--- config.mk ---
export PLATFORM = sky130hd
export DESIGN_NAME = vec_mem_ctrl
export DESIGN_NICKNAME = d
export VERILOG_FILES = /design/src/rtl/vec_mem_pkg.sv /design/src/rtl/rsp_fifo.sv /design/src/rtl/vec_mem_ctrl.sv
export SDC_FILE = /design/constraint.sdc
export NUM_CORES = 1
export LEC_CHECK = 0
export ABC_AREA = 1
export CAP_MARGIN = 20
export CORE_AREA = 3 3 437 439
export CTS_BUF_LIST = sky130_fd_sc_hd__clkbuf_8 sky130_fd_sc_hd__clkbuf_16
export DETAILED_ROUTE_END_ITERATION = 12
export DIE_AREA = 0 0 440 442
export DONT_BUFFER_PORTS = 1
export PLACE_DENSITY_LB_ADDON = 0.12
export SLEW_MARGIN = 5
export SYNTH_ARGS = -nofsm -noshare
export SYNTH_HDL_FRONTEND = slang
export SYNTH_HIERARCHICAL = 1
export SYNTH_SLANG_ARGS = --single-unit
--- constraint.sdc ---
create_clock -name clk -period 42.2 [get_ports clk]
set_input_delay 8.44 -clock clk [delete_from_list [all_inputs] [get_ports clk]]
set_output_delay 8.44 -clock clk [all_outputs]
set_load 0.005 [all_outputs]
--- src/rtl/vec_mem_pkg.sv ---
// Shared defaults, state encoding and sizing helpers for the vector memory
// controller and its response buffer.
package vec_mem_pkg;

  // Default geometry of the data memory: one wide word per address.
  localparam int WIDTH_V_DEFAULT      = 256;
  localparam int ADDR_W_DEFAULT       = 14;
  localparam int BYTENNA_SIZE_DEFAULT = WIDTH_V_DEFAULT / 8;

  // Burst length field: beats minus one, so 1..16 words per request.
  localparam int LEN_W = 4;

  // Controller states. READ issues memory reads; DRAIN waits for the
  // outstanding reads and buffered responses to leave the block.
  typedef enum logic [1:0] {
    IDLE  = 2'd0,
    WRITE = 2'd1,
    READ  = 2'd2,
    DRAIN = 2'd3
  } state_e;

  // Response buffer depth: room for every read the memory can have in
  // flight plus two entries, which lets reads issue back to back while the
  // consumer keeps up.
  function automatic int rsp_depth(input int read_lat);
    return read_lat + 2;
  endfunction

endpackage

--- src/rtl/rsp_fifo.sv ---
// Small synchronous FIFO holding load responses until the consumer takes
// them. Depth need not be a power of two; pointers wrap explicitly.
module rsp_fifo #(
  parameter int  WIDTH = 8,
  parameter int  DEPTH = 3,
  localparam int CNT_W = $clog2(DEPTH + 1),
  localparam int PTR_W = (DEPTH > 1) ? $clog2(DEPTH) : 1
) (
  input  logic             clk,
  input  logic             rst_n,
  input  logic             push,
  input  logic [WIDTH-1:0] push_data,
  input  logic             pop,
  output logic [WIDTH-1:0] head_data,
  output logic [CNT_W-1:0] count,
  output logic             empty
);

  logic [WIDTH-1:0] storage [DEPTH];
  logic [PTR_W-1:0] wr_ptr;
  logic [PTR_W-1:0] rd_ptr;
  logic             full;
  logic             do_push;
  logic             do_pop;

  function automatic logic [PTR_W-1:0] next_ptr(input logic [PTR_W-1:0] ptr);
    return (ptr == PTR_W'(DEPTH - 1)) ? '0 : ptr + 1'b1;
  endfunction

  assign empty     = (count == '0);
  assign full      = (count == CNT_W'(DEPTH));
  assign do_push   = push && !full;
  assign do_pop    = pop && !empty;
  assign head_data = storage[rd_ptr];

  // Data array: write the pushed entry at the tail.
  // NOTE: sequential state is always assigned with <= so every flop samples
  // the pre-edge values of its neighbours, independent of block ordering.
  // NOTE: the data array is deliberately not reset; validity is carried by
  // the pointers and count, so stale contents are never observed.
  always_ff @(posedge clk) begin
    if (do_push) begin
      storage[wr_ptr] <= push_data;
    end
  end

  // Pointers and occupancy, cleared by the synchronous reset.
  always_ff @(posedge clk) begin
    if (!rst_n) begin
      wr_ptr <= '0;
      rd_ptr <= '0;
      count  <= '0;
    end else begin
      if (do_push) begin
        wr_ptr <= next_ptr(wr_ptr);
      end
      if (do_pop) begin
        rd_ptr <= next_ptr(rd_ptr);
      end
      case ({do_push, do_pop})
        2'b10:   count <= count + 1'b1;
        2'b01:   count <= count - 1'b1;
        default: count <= count;
      endcase
    end
  end

endmodule

--- src/rtl/vec_mem_ctrl.sv ---
// Vector memory controller: turns burst load/store requests into
// word-by-word accesses on a single-port data memory with fixed read
// latency, and streams load data back through a small response FIFO.
module vec_mem_ctrl
  import vec_mem_pkg::*;
#(
  parameter int  WIDTH_V      = WIDTH_V_DEFAULT,
  parameter int  ADDR_W       = ADDR_W_DEFAULT,
  parameter int  READ_LAT     = 1,
  localparam int BYTENNA_SIZE = WIDTH_V / 8
) (
  input  logic                    clk,
  input  logic                    reset,
  // request channel
  input  logic                    req_valid,
  output logic                    req_ready,
  input  logic                    req_we,
  input  logic [ADDR_W-1:0]       req_addr,
  input  logic [LEN_W-1:0]        req_len,
  input  logic [BYTENNA_SIZE-1:0] req_mask,
  // store data channel
  input  logic [WIDTH_V-1:0]      wr_data,
  input  logic                    wr_valid,
  output logic                    wr_ready,
  // load response channel
  output logic                    rsp_valid,
  input  logic                    rsp_ready,
  output logic [WIDTH_V-1:0]      rsp_data,
  output logic                    rsp_last,
  // data memory port
  output logic [ADDR_W-1:0]       mem_address,
  output logic [BYTENNA_SIZE-1:0] mem_byteena,
  output logic [WIDTH_V-1:0]      mem_data,
  output logic                    mem_rden,
  output logic                    mem_wren,
  input  logic [WIDTH_V-1:0]      mem_q
);

  localparam int DEPTH = rsp_depth(READ_LAT);
  localparam int CNT_W = $clog2(DEPTH + 1);

  // Burst context latched at request acceptance.
  state_e                  state;
  logic [ADDR_W-1:0]       addr;
  logic [LEN_W-1:0]        len;
  logic [LEN_W-1:0]        beat;
  logic [BYTENNA_SIZE-1:0] mask;
  logic                    req_ready_q;
  logic                    wr_ready_q;

  // Read-return tracking: one valid/last bit per memory pipeline stage.
  logic [READ_LAT-1:0]     pipe_vld;
  logic [READ_LAT-1:0]     pipe_last;
  logic [CNT_W-1:0]        inflight;

  // Response buffer view.
  logic [CNT_W-1:0]        fifo_count;
  logic                    fifo_empty;
  logic [WIDTH_V:0]        fifo_head;

  logic                    accept;
  logic                    wr_fire;
  logic                    last_beat;
  logic                    room;
  logic                    issue;
  logic                    capture;
  logic                    pop;

  // Every externally visible control is forced low while reset is held, so
  // the memory and both neighbours see a quiet port in the reset cycle.
  assign req_ready = req_ready_q && reset;
  assign wr_ready  = wr_ready_q && reset;
  assign accept    = req_valid && req_ready;
  assign wr_fire   = wr_valid && wr_ready;
  assign last_beat = (beat == len);

  // A read may issue only if, counting it, buffered plus outstanding reads
  // still fit in the FIFO; the FIFO therefore can never be asked to take a
  // word it has no room for, whatever the consumer does.
  assign room    = (int'(fifo_count) + int'(inflight)) < DEPTH;
  assign issue   = (state == READ) && reset && room;
  assign capture = pipe_vld[READ_LAT-1];

  assign rsp_valid = !fifo_empty && reset;
  assign pop       = rsp_valid && rsp_ready;
  assign rsp_data  = rsp_valid ? fifo_head[WIDTH_V-1:0] : '0;
  assign rsp_last  = rsp_valid && fifo_head[WIDTH_V];

  // Memory port: stores pass through in the handshake cycle, reads use the
  // full word enable; otherwise the port is idle and driven to zero.
  // NOTE: every output of this block is given a default before any branch,
  // so no path leaves a signal unassigned and no latch is inferred.
  always_comb begin
    mem_rden    = issue;
    mem_wren    = wr_fire && (mask != '0);
    mem_address = '0;
    mem_byteena = '0;
    mem_data    = '0;
    if (wr_fire) begin
      mem_address = addr;
      mem_byteena = mask;
      mem_data    = wr_data;
    end else if (issue) begin
      mem_address = addr;
      mem_byteena = '1;
    end
  end

  // Track issued reads through the memory latency and count them until
  // their data lands in the FIFO; reset drops anything still returning.
  always_ff @(posedge clk) begin
    if (!reset) begin
      pipe_vld  <= '0;
      pipe_last <= '0;
      inflight  <= '0;
    end else begin
      pipe_vld[0]  <= issue;
      pipe_last[0] <= issue && last_beat;
      for (int i = 1; i < READ_LAT; i++) begin
        pipe_vld[i]  <= pipe_vld[i-1];
        pipe_last[i] <= pipe_last[i-1];
      end
      case ({issue, capture})
        2'b10:   inflight <= inflight + 1'b1;
        2'b01:   inflight <= inflight - 1'b1;
        default: inflight <= inflight;
      endcase
    end
  end

  // Returned words carry their last-beat tag alongside the data.
  rsp_fifo #(
    .WIDTH (WIDTH_V + 1),
    .DEPTH (DEPTH)
  ) u_rsp_fifo (
    .clk       (clk),
    .rst_n     (reset),
    .push      (capture),
    .push_data ({pipe_last[READ_LAT-1], mem_q}),
    .pop       (pop),
    .head_data (fifo_head),
    .count     (fifo_count),
    .empty     (fifo_empty)
  );

  // Burst sequencer with registered channel-ready outputs.
  always_ff @(posedge clk) begin
    if (!reset) begin
      state       <= IDLE;
      addr        <= '0;
      len         <= '0;
      beat        <= '0;
      mask        <= '0;
      req_ready_q <= 1'b1;
      wr_ready_q  <= 1'b0;
    end else begin
      case (state)
        IDLE: begin
          if (accept) begin
            addr        <= req_addr;
            len         <= req_len;
            mask        <= req_mask;
            beat        <= '0;
            req_ready_q <= 1'b0;
            if (req_we) begin
              state      <= WRITE;
              wr_ready_q <= 1'b1;
            end else begin
              state <= READ;
            end
          end
        end

        WRITE: begin
          if (wr_fire) begin
            if (last_beat) begin
              state       <= IDLE;
              wr_ready_q  <= 1'b0;
              req_ready_q <= 1'b1;
            end else begin
              beat <= beat + 1'b1;
              addr <= addr + 1'b1;
            end
          end
        end

        READ: begin
          if (issue) begin
            if (last_beat) begin
              state <= DRAIN;
            end else begin
              beat <= beat + 1'b1;
              addr <= addr + 1'b1;
            end
          end
        end

        DRAIN: begin
          if (inflight == '0 && fifo_empty) begin
            state       <= IDLE;
            req_ready_q <= 1'b1;
          end
        end

        default: begin
          state       <= IDLE;
          req_ready_q <= 1'b1;
          wr_ready_q  <= 1'b0;
        end
      endcase
    end
  end

endmodule

==> flow_summary_export.csv, run 1 <==
group,metric,value,unit
logic_synthesis,netlist_instances,3573,
global_route,grt_busiest_layer,"met2",
setup_path,end_kind,"primary output",
floorplan,core,188000,um^2
sta,fin_tns_setup,0,ns
floorplan,die_width,440,um
routing,vias,25300,
floorplan,die-area,194000,um^2
sta,rsz0062_at_grt,"no",
final_layout,layout.nets,4091,
logic_synthesis,synth_cell_types,34,
final_layout,final_cell_mix,"843 x nor2_1, 771 x edfxtp_1, 623 x inv_1",
sta,slew_viol_final,0,
cts,tritoncts,"built",
worst_hold_path,hold_depth,2,
global_route,grt-ovfl-total,0,
global_route,grtUsageMet3,11.0,%
routing,ant_nets,0,
cts,cts_resized,0,
final_layout,fin_area,41900,um^2
global_route,track_usage,18.2,%
cts,postCtsSetupBuffers,0,
sta,worst_slew_pin_slew,1.11,ns
logic_synthesis,ys_seq_area_share,67.2,%
global_route,grt_use_met2,26.2,%
final_layout,finalCoreUtilization,22.3,%
place,io_buffers,0,
cts,cts.clk_slew.worst_paths,0.05,ns
routing,viasPerCell,4.15,
setup_path,cp_max_fo,90,
worst_hold_path,hold_path_class,"reg -> reg",
global_route,grt_pass1_wl,240,mm
logic_synthesis,netlist_area,36500,um^2
routing,wl,185,mm
setup_path,reg2reg_depth,5,
logic_synthesis,ys_seq_elements,841,
setup_path,start_kind,"input port",
logic_synthesis,synth.avg_cell_area,10.2,um^2
logic_synthesis,yosysWarnings,6,
place,gp_congestion,1.12,
cts,clock_path_buffers,3,
routing,drt_iter0_markers,1753,
sta,max_freq,49.9,MHz
final_layout,drive_above_1_share,5.43,%
global_route,grt_use_met1,23.9,%
sta,hold_viol,0,
routing,wl_per_cell,30.3,um
cts,cts_hold_buf,0,
logic_synthesis,syn-num-nets,4152,
sta,fin_hold_ws,0.468,ns
routing,drc,0,
cts,clockRootBuffer,"clkbuf_16",
final_layout,area_growth,14.7,%
flow_run,maxCapViolCount,0,
cts,clk_latency,0.72,ns
global_route,grt_pass1_vias,24700,
setup_path,crit_arrival,11.62,ns
cts,cts_buffers,104,
place,dp_hpwl,137,mm
run_status,run_status,"finished, final reports clean",
sta,finClkSkew,0.0388,ns
global_route,antenna_found_initial,90,
final_layout,fin_cells,6104,
power,power.leakage,16.4,nW
place,placed_area,38600,um^2
setup_path,critical_path_required,33.76,ns
power,vdd_drop_max,0.0284,mV
setup_path,worstSetupPathType,"in -> out",
routing,first_pass_iters,5,
sta,finalCritPeriodShare,47.5,%
floorplan,die_y,442,um
sta,timing.slew.headroom,25.9,%
floorplan,fp-row-count,159,
sta,period_needed,20.06,ns
cts,clkSinkCount,841,
power,power_density,49.8,nW/um^2
sta,final-setup-viol-count,0,
floorplan,start_util,19.5,%
floorplan,ioPinCount,1132,
cts,h-tree-depth,3,
global_route,grt_max_degree,138,
place,dp_cells,5901,
final_layout,final_common_cell,"nor2_1",
[state kept, by name (all words and copies together) (netlist names), named ones only]
signal and cells:
addr 14, beat 4, capture 1, inflight 2, len 4, mask 32
pipe_last 1, req_ready_q 1, state 2, u_rsp_fifo/count 2, u_rsp_fifo/rd_ptr 2, u_rsp_fifo/storage 771
u_rsp_fifo/wr_ptr 2, wr_ready_q 1
[stage by stage]
step / setup slack [ns] / total power (W)
2_1_floorplan: 23.18 / 0.00118
5_1_grt: 21.92 / 0.00218
3_5_place_dp: 22.17 / 0.00127
4_1_cts: 22.17 / 0.00213
3_3_place_gp: 22.12 / 0.00127
6_report: 22.14 / 0.00208
[kinds of logic (layout without fill, tap and decap cells)]
group	count (synthesis)	count (layout)	share of synthesized area, %
AOI/OAI and AO/OA	662	662	9.14
and+or+nand+nor	1260	1260	13.4
DFF	841	841	67.2
other	0	20	0
adders and majority gates	11	11	0.397
buffers and inverters	799	815	9.80
[worst max-delay path, stage by stage]
cell     delay [ns]
nand2_1        0.06
inv_2          0.06
nand2_4        0.42
buf_4          0.59
buf_4          0.76
buf_4          0.83
nor2_1         0.23
[path summary, 6_finish.rpt]
| path | slack (ns) | startpoint | endpoint |
|---|---|---|---|
| worst min-delay path | 0.47 | len[0]$_SDFFE_PN0P_ | len[0]$_SDFFE_PN0P_ |
| worst max register to register | 38.86 | u_rsp_fifo/count[1]$_SDFFE_PN0P_ | u_rsp_fifo/storage[0][251]$_DFFE_PP_ |
| worst min register to register | 0.47 | len[0]$_SDFFE_PN0P_ | len[0]$_SDFFE_PN0P_ |
| worst max-delay path | 22.14 | reset | mem_data[156] |
[routing by layer]
layer	up-vias	share of wire (%)
met5	-	0.22
met3	212	14
met4	68	1.2
met1	12600	43
met2	961	42
li1	11500	-
[area by class of cell]
class	instances	area, um^2
Antenna cell	20	50.0
Clock buffer	108	2680
Clock inverter	75	492
Fill cell	20400	146000
Inverter	601	2300
Multi-Input combinational cell	1933	8400
Sequential cell	841	24600
Tap cell	2495	3120
Timing Repair Buffer	31	258
[where the power goes]
part	total (W)	switching (W)	internal (W)
Sequential	0.000984	0.0000188	0.000965
Combinational	0.000265	0.000207	0.0000572
Clock	0.000837	0.000363	0.000474
[synthesized netlist by cell type, drive strengths merged]
library cell,number,area (um^2)
dfxtp,70,1400
o211ai,1,7.51
fa,1,20.0
inv,600,2250
nor3,1,5.00
nand2,358,1350
ha,10,125
o22ai,3,18.8
nor4,8,50.1
o21ai,60,304
clkbuf,27,101
edfxtp,771,23200
buf,171,1210
nor2,851,3230
nand3,24,140
or2,2,12.5
a211oi,1,7.51
clkinv,1,8.76
a21oi,597,3000
nand4,16,115
Power figures use the tool's default switching activity.
==> run 2, diff against run 1 <==
--- a/config.mk
+++ b/config.mk
@@ -7,10 +7,10 @@
 export LEC_CHECK = 0
 export ABC_AREA = 1
 export CAP_MARGIN = 20
-export CORE_AREA = 3 3 437 439
+export CORE_AREA = 3 3 435 437
 export CTS_BUF_LIST = sky130_fd_sc_hd__clkbuf_8 sky130_fd_sc_hd__clkbuf_16
 export DETAILED_ROUTE_END_ITERATION = 12
-export DIE_AREA = 0 0 440 442
+export DIE_AREA = 0 0 438 440
 export DONT_BUFFER_PORTS = 1
 export PLACE_DENSITY_LB_ADDON = 0.12
 export SLEW_MARGIN = 5
==> constraint.sdc (replaced) <==
create_clock -name clk -period 17.3 [get_ports clk]
set_input_delay 3.46 -clock clk [delete_from_list [all_inputs] [get_ports clk]]
set_output_delay 3.46 -clock clk [all_outputs]
set_load 0.005 [all_outputs]
==> run 2 against run 1 <==
Against the previous run: flip-flop and latch count unchanged; sequential power increased by 140%; power increased by 150%; setup slack got worse by 14 ns; utilization increased by 0.37 points; register-to-register slack got worse by 26 ns; die area decreased by 0.90%; non-clock buffer count increased by 2; hold slack got worse by 0.0041 ns; final area increased by 0.49%; sequential share of layout area decreased by 0.28 points; critical endpoint is now rsp_data[196].
==> flow_summary_export.csv, run 2 (synthesis gave the netlist of run 1 again) <==
group,metric,value,unit
routing,first_pass_iters,7,
global_route,grt-ovfl-total,0,
global_route,grt_pass1_wl,230,mm
routing,wl,179,mm
power,power.leakage,16.5,nW
final_layout,area_growth,15.2,%
sta,hold_viol,0,
cts,h-tree-depth,3,
setup_path,start_kind,"input port",
place,placed_area,38700,um^2
cts,postCtsSetupBuffers,0,
routing,viasPerCell,4.15,
floorplan,fp-row-count,158,
sta,final-setup-viol-count,0,
routing,drc,0,
global_route,track_usage,17.6,%
place,gp_congestion,0.933,
sta,rsz0062_at_grt,"no",
floorplan,die-area,193000,um^2
floorplan,die_width,438,um
cts,clockRootBuffer,"clkbuf_16",
global_route,antenna_found_initial,102,
global_route,grt_max_degree,244,
cts,clkSinkCount,841,
final_layout,fin_area,42100,um^2
final_layout,final_cell_mix,"843 x nor2_1, 771 x edfxtp_1, 627 x inv_1",
floorplan,core,185000,um^2
setup_path,cp_max_fo,87,
setup_path,critical_path_required,13.84,ns
worst_hold_path,hold_path_class,"reg -> reg",
global_route,grt_pass1_vias,24400,
sta,fin_hold_ws,0.463,ns
floorplan,die_y,440,um
setup_path,worstSetupPathType,"in -> out",
sta,finClkSkew,0.0269,ns
global_route,grt_busiest_layer,"met2",
cts,cts_resized,0,
sta,fin_tns_setup,0,ns
sta,period_needed,8.78,ns
floorplan,start_util,19.7,%
cts,clock_path_buffers,3,
power,vdd_drop_max,0.0715,mV
cts,clk_latency,0.75,ns
final_layout,largest_reg_flops,771,
setup_path,r2r_setup_slack,13.30,ns
place,io_buffers,0,
sta,timing.slew.headroom,15.7,%
run_status,run_status,"finished, final reports clean",
setup_path,end_kind,"primary output",
sta,finalCritPeriodShare,50.8,%
final_layout,layout.nets,4095,
setup_path,crit_arrival,5.32,ns
global_route,grt_use_met1,22.0,%
sta,max_freq,114,MHz
cts,cts.clk_slew.worst_paths,0.06,ns
place,dp_hpwl,132,mm
floorplan,ioPinCount,1132,
power,fin_total_pwr,0.00515,W
cts,cts_buffers,106,
final_layout,drive_above_1_share,5.75,%
final_layout,finalCoreUtilization,22.7,%
final_layout,top_register,"u_rsp_fifo/storage",
global_route,grtUsageMet3,12.9,%
routing,drt_iter0_markers,2007,
global_route,grt_use_met2,24.4,%
sta,slew_viol_final,0,
routing,vias,25400,
power,power_density,122,nW/um^2
flow_run,maxCapViolCount,0,
routing,ant_nets,0,
routing,wl_per_cell,29.2,um
sta,worst_slew_pin_slew,1.26,ns
final_layout,final_common_cell,"nor2_1",
cts,tritoncts,"built",
cts,cts_hold_buf,0,
final_layout,top_regs,"u_rsp_fifo/storage (771), mask (32), addr (14)",
## run 2: worst paths after layout
| path | start | depth (start not counted) | end |
|---|---|---|---|
| max reg2reg | u_rsp_fifo/count[0]$_SDFFE_PN0P_ | 6 | u_rsp_fifo/storage[1][223]$_DFFE_PP_ |
| min reg2reg | len[2]$_SDFFE_PN0P_ | 2 | len[2]$_SDFFE_PN0P_ |
| min | len[2]$_SDFFE_PN0P_ | 2 | len[2]$_SDFFE_PN0P_ |
| max | reset | 6 | rsp_data[196] |
## run 2: worst max-delay path, stage by stage
cell    delay [ns]
inv_2         0.08
nor2_1        0.44
inv_8         0.31
buf_4         0.35
buf_16        0.23
nor2_1        0.24
## run 2: report_power, final
group          internal [W]  switching (W)  leakage [nW]  total (W)
combinational      0.000143       0.000499          7.28   0.000641
clock               0.00118       0.000924          1.73    0.00211
sequential          0.00235      0.0000445          7.53    0.00240
total               0.00368        0.00147          16.5    0.00515
## run 2: layout make-up
class | count | area (um^2)
antenna | 32 | 80.1
inverter | 601 | 2300
fill | 20300 | 143000
tap | 2480 | 3100
timing repair buffer | 33 | 318
multi-input combinational | 1933 | 8410
clock buffer | 108 | 2680
clock inverter | 87 | 618
sequential | 841 | 24600
## run 2: layer usage
layer	wire length (um)	share of wire [%]	vias to the layer above
met2	72600	41	1022
met1	74900	42	12500
met5	760	0.43	-
met4	2810	1.6	92
li1	-	-	11500
met3	27700	15	254
## run 2: through the flow
step | setup slack (ns) | cells
2_1_floorplan | 6.18 | 3573
3_3_place_gp | 8.36 | 5886
3_5_place_dp | 8.27 | 5887
4_1_cts | 8.27 | 6082
5_1_grt | 8.35 | 6089
6_report | 8.52 | 6115
==> run 3, diff against run 2 <==
--- a/config.mk
+++ b/config.mk
@@ -7,10 +7,10 @@
 export LEC_CHECK = 0
 export ABC_AREA = 1
 export CAP_MARGIN = 20
-export CORE_AREA = 3 3 435 437
+export CORE_AREA = 3 3 437 439
 export CTS_BUF_LIST = sky130_fd_sc_hd__clkbuf_8 sky130_fd_sc_hd__clkbuf_16
 export DETAILED_ROUTE_END_ITERATION = 12
-export DIE_AREA = 0 0 438 440
+export DIE_AREA = 0 0 440 442
 export DONT_BUFFER_PORTS = 1
 export PLACE_DENSITY_LB_ADDON = 0.12
 export SLEW_MARGIN = 5
==> constraint.sdc (replaced) <==
create_clock -name clk -period 8.75 [get_ports clk]
set_input_delay 1.75 -clock clk [delete_from_list [all_inputs] [get_ports clk]]
set_output_delay 1.75 -clock clk [all_outputs]
set_load 0.005 [all_outputs]
==> run 3 against run 2 <==
Against the previous run: wire length shrank 1.7%; utilization down 0.30 points; die area increased by 0.91%; combinational power is 95% higher; critical endpoint is now mem_data[89].
==> flow_summary_export.csv, run 3 (synthesis gave the netlist of run 1 again) <==
group,metric,value,unit
routing,drc,0,
sta,rsz0062_at_grt,"no",
setup_path,worstSetupPathType,"in -> out",
final_layout,final_cell_mix,"843 x nor2_1, 771 x edfxtp_1, 619 x inv_1",
power,power_density,240,nW/um^2
setup_path,critical-path-max-stage-delay,0.79,ns
run_status,run_status,"finished, final reports clean",
routing,vias,25400,
floorplan,die_width,440,um
sta,period_needed,5.52,ns
cts,cts_buffers,102,
global_route,antenna_found_initial,107,
global_route,grt_max_degree,176,
floorplan,die-area,194000,um^2
setup_path,cp_cell_sequence,"nand2_1 -> inv_2 -> nand2_4 -> buf_12 -> buf_4 -> nor2_1",
flow_run,maxCapViolCount,0,
global_route,grtUsageMet3,10.8,%
sta,final-setup-viol-count,0,
final_layout,largest_reg_flops,771,
cts,clkSinkCount,841,
floorplan,die_y,442,um
cts,h-tree-depth,3,
routing,ant_nets,0,
power,fin_total_pwr,0.0101,W
sta,timing.slew.headroom,24.5,%
global_route,grt_pass1_wl,228,mm
sta,finalCritPeriodShare,63.1,%
worst_hold_path,hold_depth,2,
power,p_seq_share,47.1,%
floorplan,fp-row-count,159,
routing,viasPerCell,4.15,
worst_hold_path,hold_path_class,"reg -> reg",
sta,slew_viol_final,0,
place,io_buffers,0,
final_layout,top_register,"u_rsp_fifo/storage",
power,clkPwrFrac,40.5,%
sta,hold_viol,0,
final_layout,drive_above_1_share,5.40,%
power,power.leakage,16.5,nW
setup_path,start_kind,"input port",
setup_path,cp_max_fo,175,
sta,worst_slew_pin_slew,1.13,ns
setup_path,critPathSlowestCell,"buf_4",
sta,max_freq,181,MHz
setup_path,reg2reg_depth,5,
setup_path,crit_arrival,3.77,ns
place,dp_hpwl,128,mm
power,vdd_drop_max,0.188,mV
final_layout,finalCoreUtilization,22.4,%
power,power_report.internal_total,0.00728,W
routing,wl,176,mm
setup_path,critical_path_required,7.00,ns
routing,wl_per_cell,28.7,um
global_route,grt_pass1_vias,23900,
power,p_sw,0.00280,W
floorplan,core,188000,um^2
power,p_sw_share,27.7,%
cts,clock_path_buffers,3,
floorplan,ioPinCount,1132,
setup_path,end_kind,"primary output",
global_route,grt_busiest_layer,"met2",
global_route,grt-ovfl-total,0,
sta,finClkSkew,0.0256,ns
cts,postCtsSetupBuffers,0,
final_layout,final_common_cell,"nor2_1",
floorplan,start_util,19.5,%
cts,cts_resized,0,
routing,drt_iter0_markers,1963,
global_route,grt_use_met2,23.8,%
cts,cts.clk_slew.worst_paths,0.05,ns
cts,cts_hold_buf,0,
place,gp_congestion,1.03,
final_layout,layout.nets,4089,
global_route,grt_use_met1,23.1,%
final_layout,top_regs,"u_rsp_fifo/storage (771), mask (32), addr (14)",
sta,fin_tns_setup,0,ns
power,p_comb_share,12.4,%
final_layout,area_growth,15.0,%
cts,clockRootBuffer,"clkbuf_16",
cts,clk_latency,0.73,ns
global_route,track_usage,17.3,%
final_layout,nFillCells,20400,
routing,first_pass_iters,5,
cts,tritoncts,"built",
-- run 3: changes by cell type in the layout (fill, tap and decap cells not counted), sizes merged --
cell | before | now
diode | 32 | 30
clkinv | 42 | 46
buf | 33 | 31
inv | 638 | 630
clkinvlp | 4 | 2
bufinv | 4 | 7
clkbuf | 108 | 105
-- run 3: critical path: cells and delay by family --
family | cells | cell delay, ns
and+or+nand+nor | 3 | 0.36
buffers and inverters | 3 | 1.26
-- run 3: layer usage --
layer	vias up	wire, um
li1	11500	-
met1	12500	77700
met2	1032	70300
met3	212	25000
met4	86	2180
met5	-	569
-- run 3: power groups by stage --
| stage | sequential (W) | clock (W) | combinational [W] |
|---|---|---|---|
| after floorplan | 0.00485 | 0 | 0.000825 |
| after global placement | 0.00483 | 0 | 0.00128 |
| after detailed placement | 0.00483 | 0 | 0.00128 |
| after CTS | 0.00474 | 0.00425 | 0.00129 |
| after global routing | 0.00476 | 0.00441 | 0.00138 |
| final | 0.00474 | 0.00408 | 0.00125 |
-- run 3: layout make-up --
class | instances | area [um^2] | share of cell area, %
diodes | 30 | 75.1 | 0.179
inverters | 601 | 2300 | 5.48
clock inverters | 84 | 596 | 1.42
multi-input cells | 1933 | 8410 | 20.0
repair buffers | 31 | 328 | 0.781
well taps | 2495 | 3120 | 7.43
clock buffers | 105 | 2610 | 6.20
flip-flops and latches | 841 | 24600 | 58.5
-- run 3: stage by stage --
stage | instances | instance area [um^2] | hold WS (ns) | worst slack, ns
finish | 6120 | 42000 | 0.465 | 3.23
CTS | 6090 | 41900 | 0.469 | 3.12
detailed placement | 5901 | 38700 | 0.461 | 3.32
floorplan | 3573 | 36500 | 0.421 | 1.65
global placement | 5900 | 38700 | 0.456 | 3.31
global route | 6092 | 41900 | 0.493 | 3.14
-- run 3: path summary, 6_finish.rpt --
path / from / end / slack, ns
min: u_rsp_fifo/wr_ptr[1]$_SDFFE_PN0P_ / u_rsp_fifo/wr_ptr[1]$_SDFFE_PN0P_ / 0.46
max: reset / mem_data[89] / 3.23
min reg2reg: u_rsp_fifo/wr_ptr[1]$_SDFFE_PN0P_ / u_rsp_fifo/wr_ptr[1]$_SDFFE_PN0P_ / 0.46
max reg2reg: u_rsp_fifo/count[1]$_SDFFE_PN0P_ / u_rsp_fifo/storage[1][214]$_DFFE_PP_ / 5.58
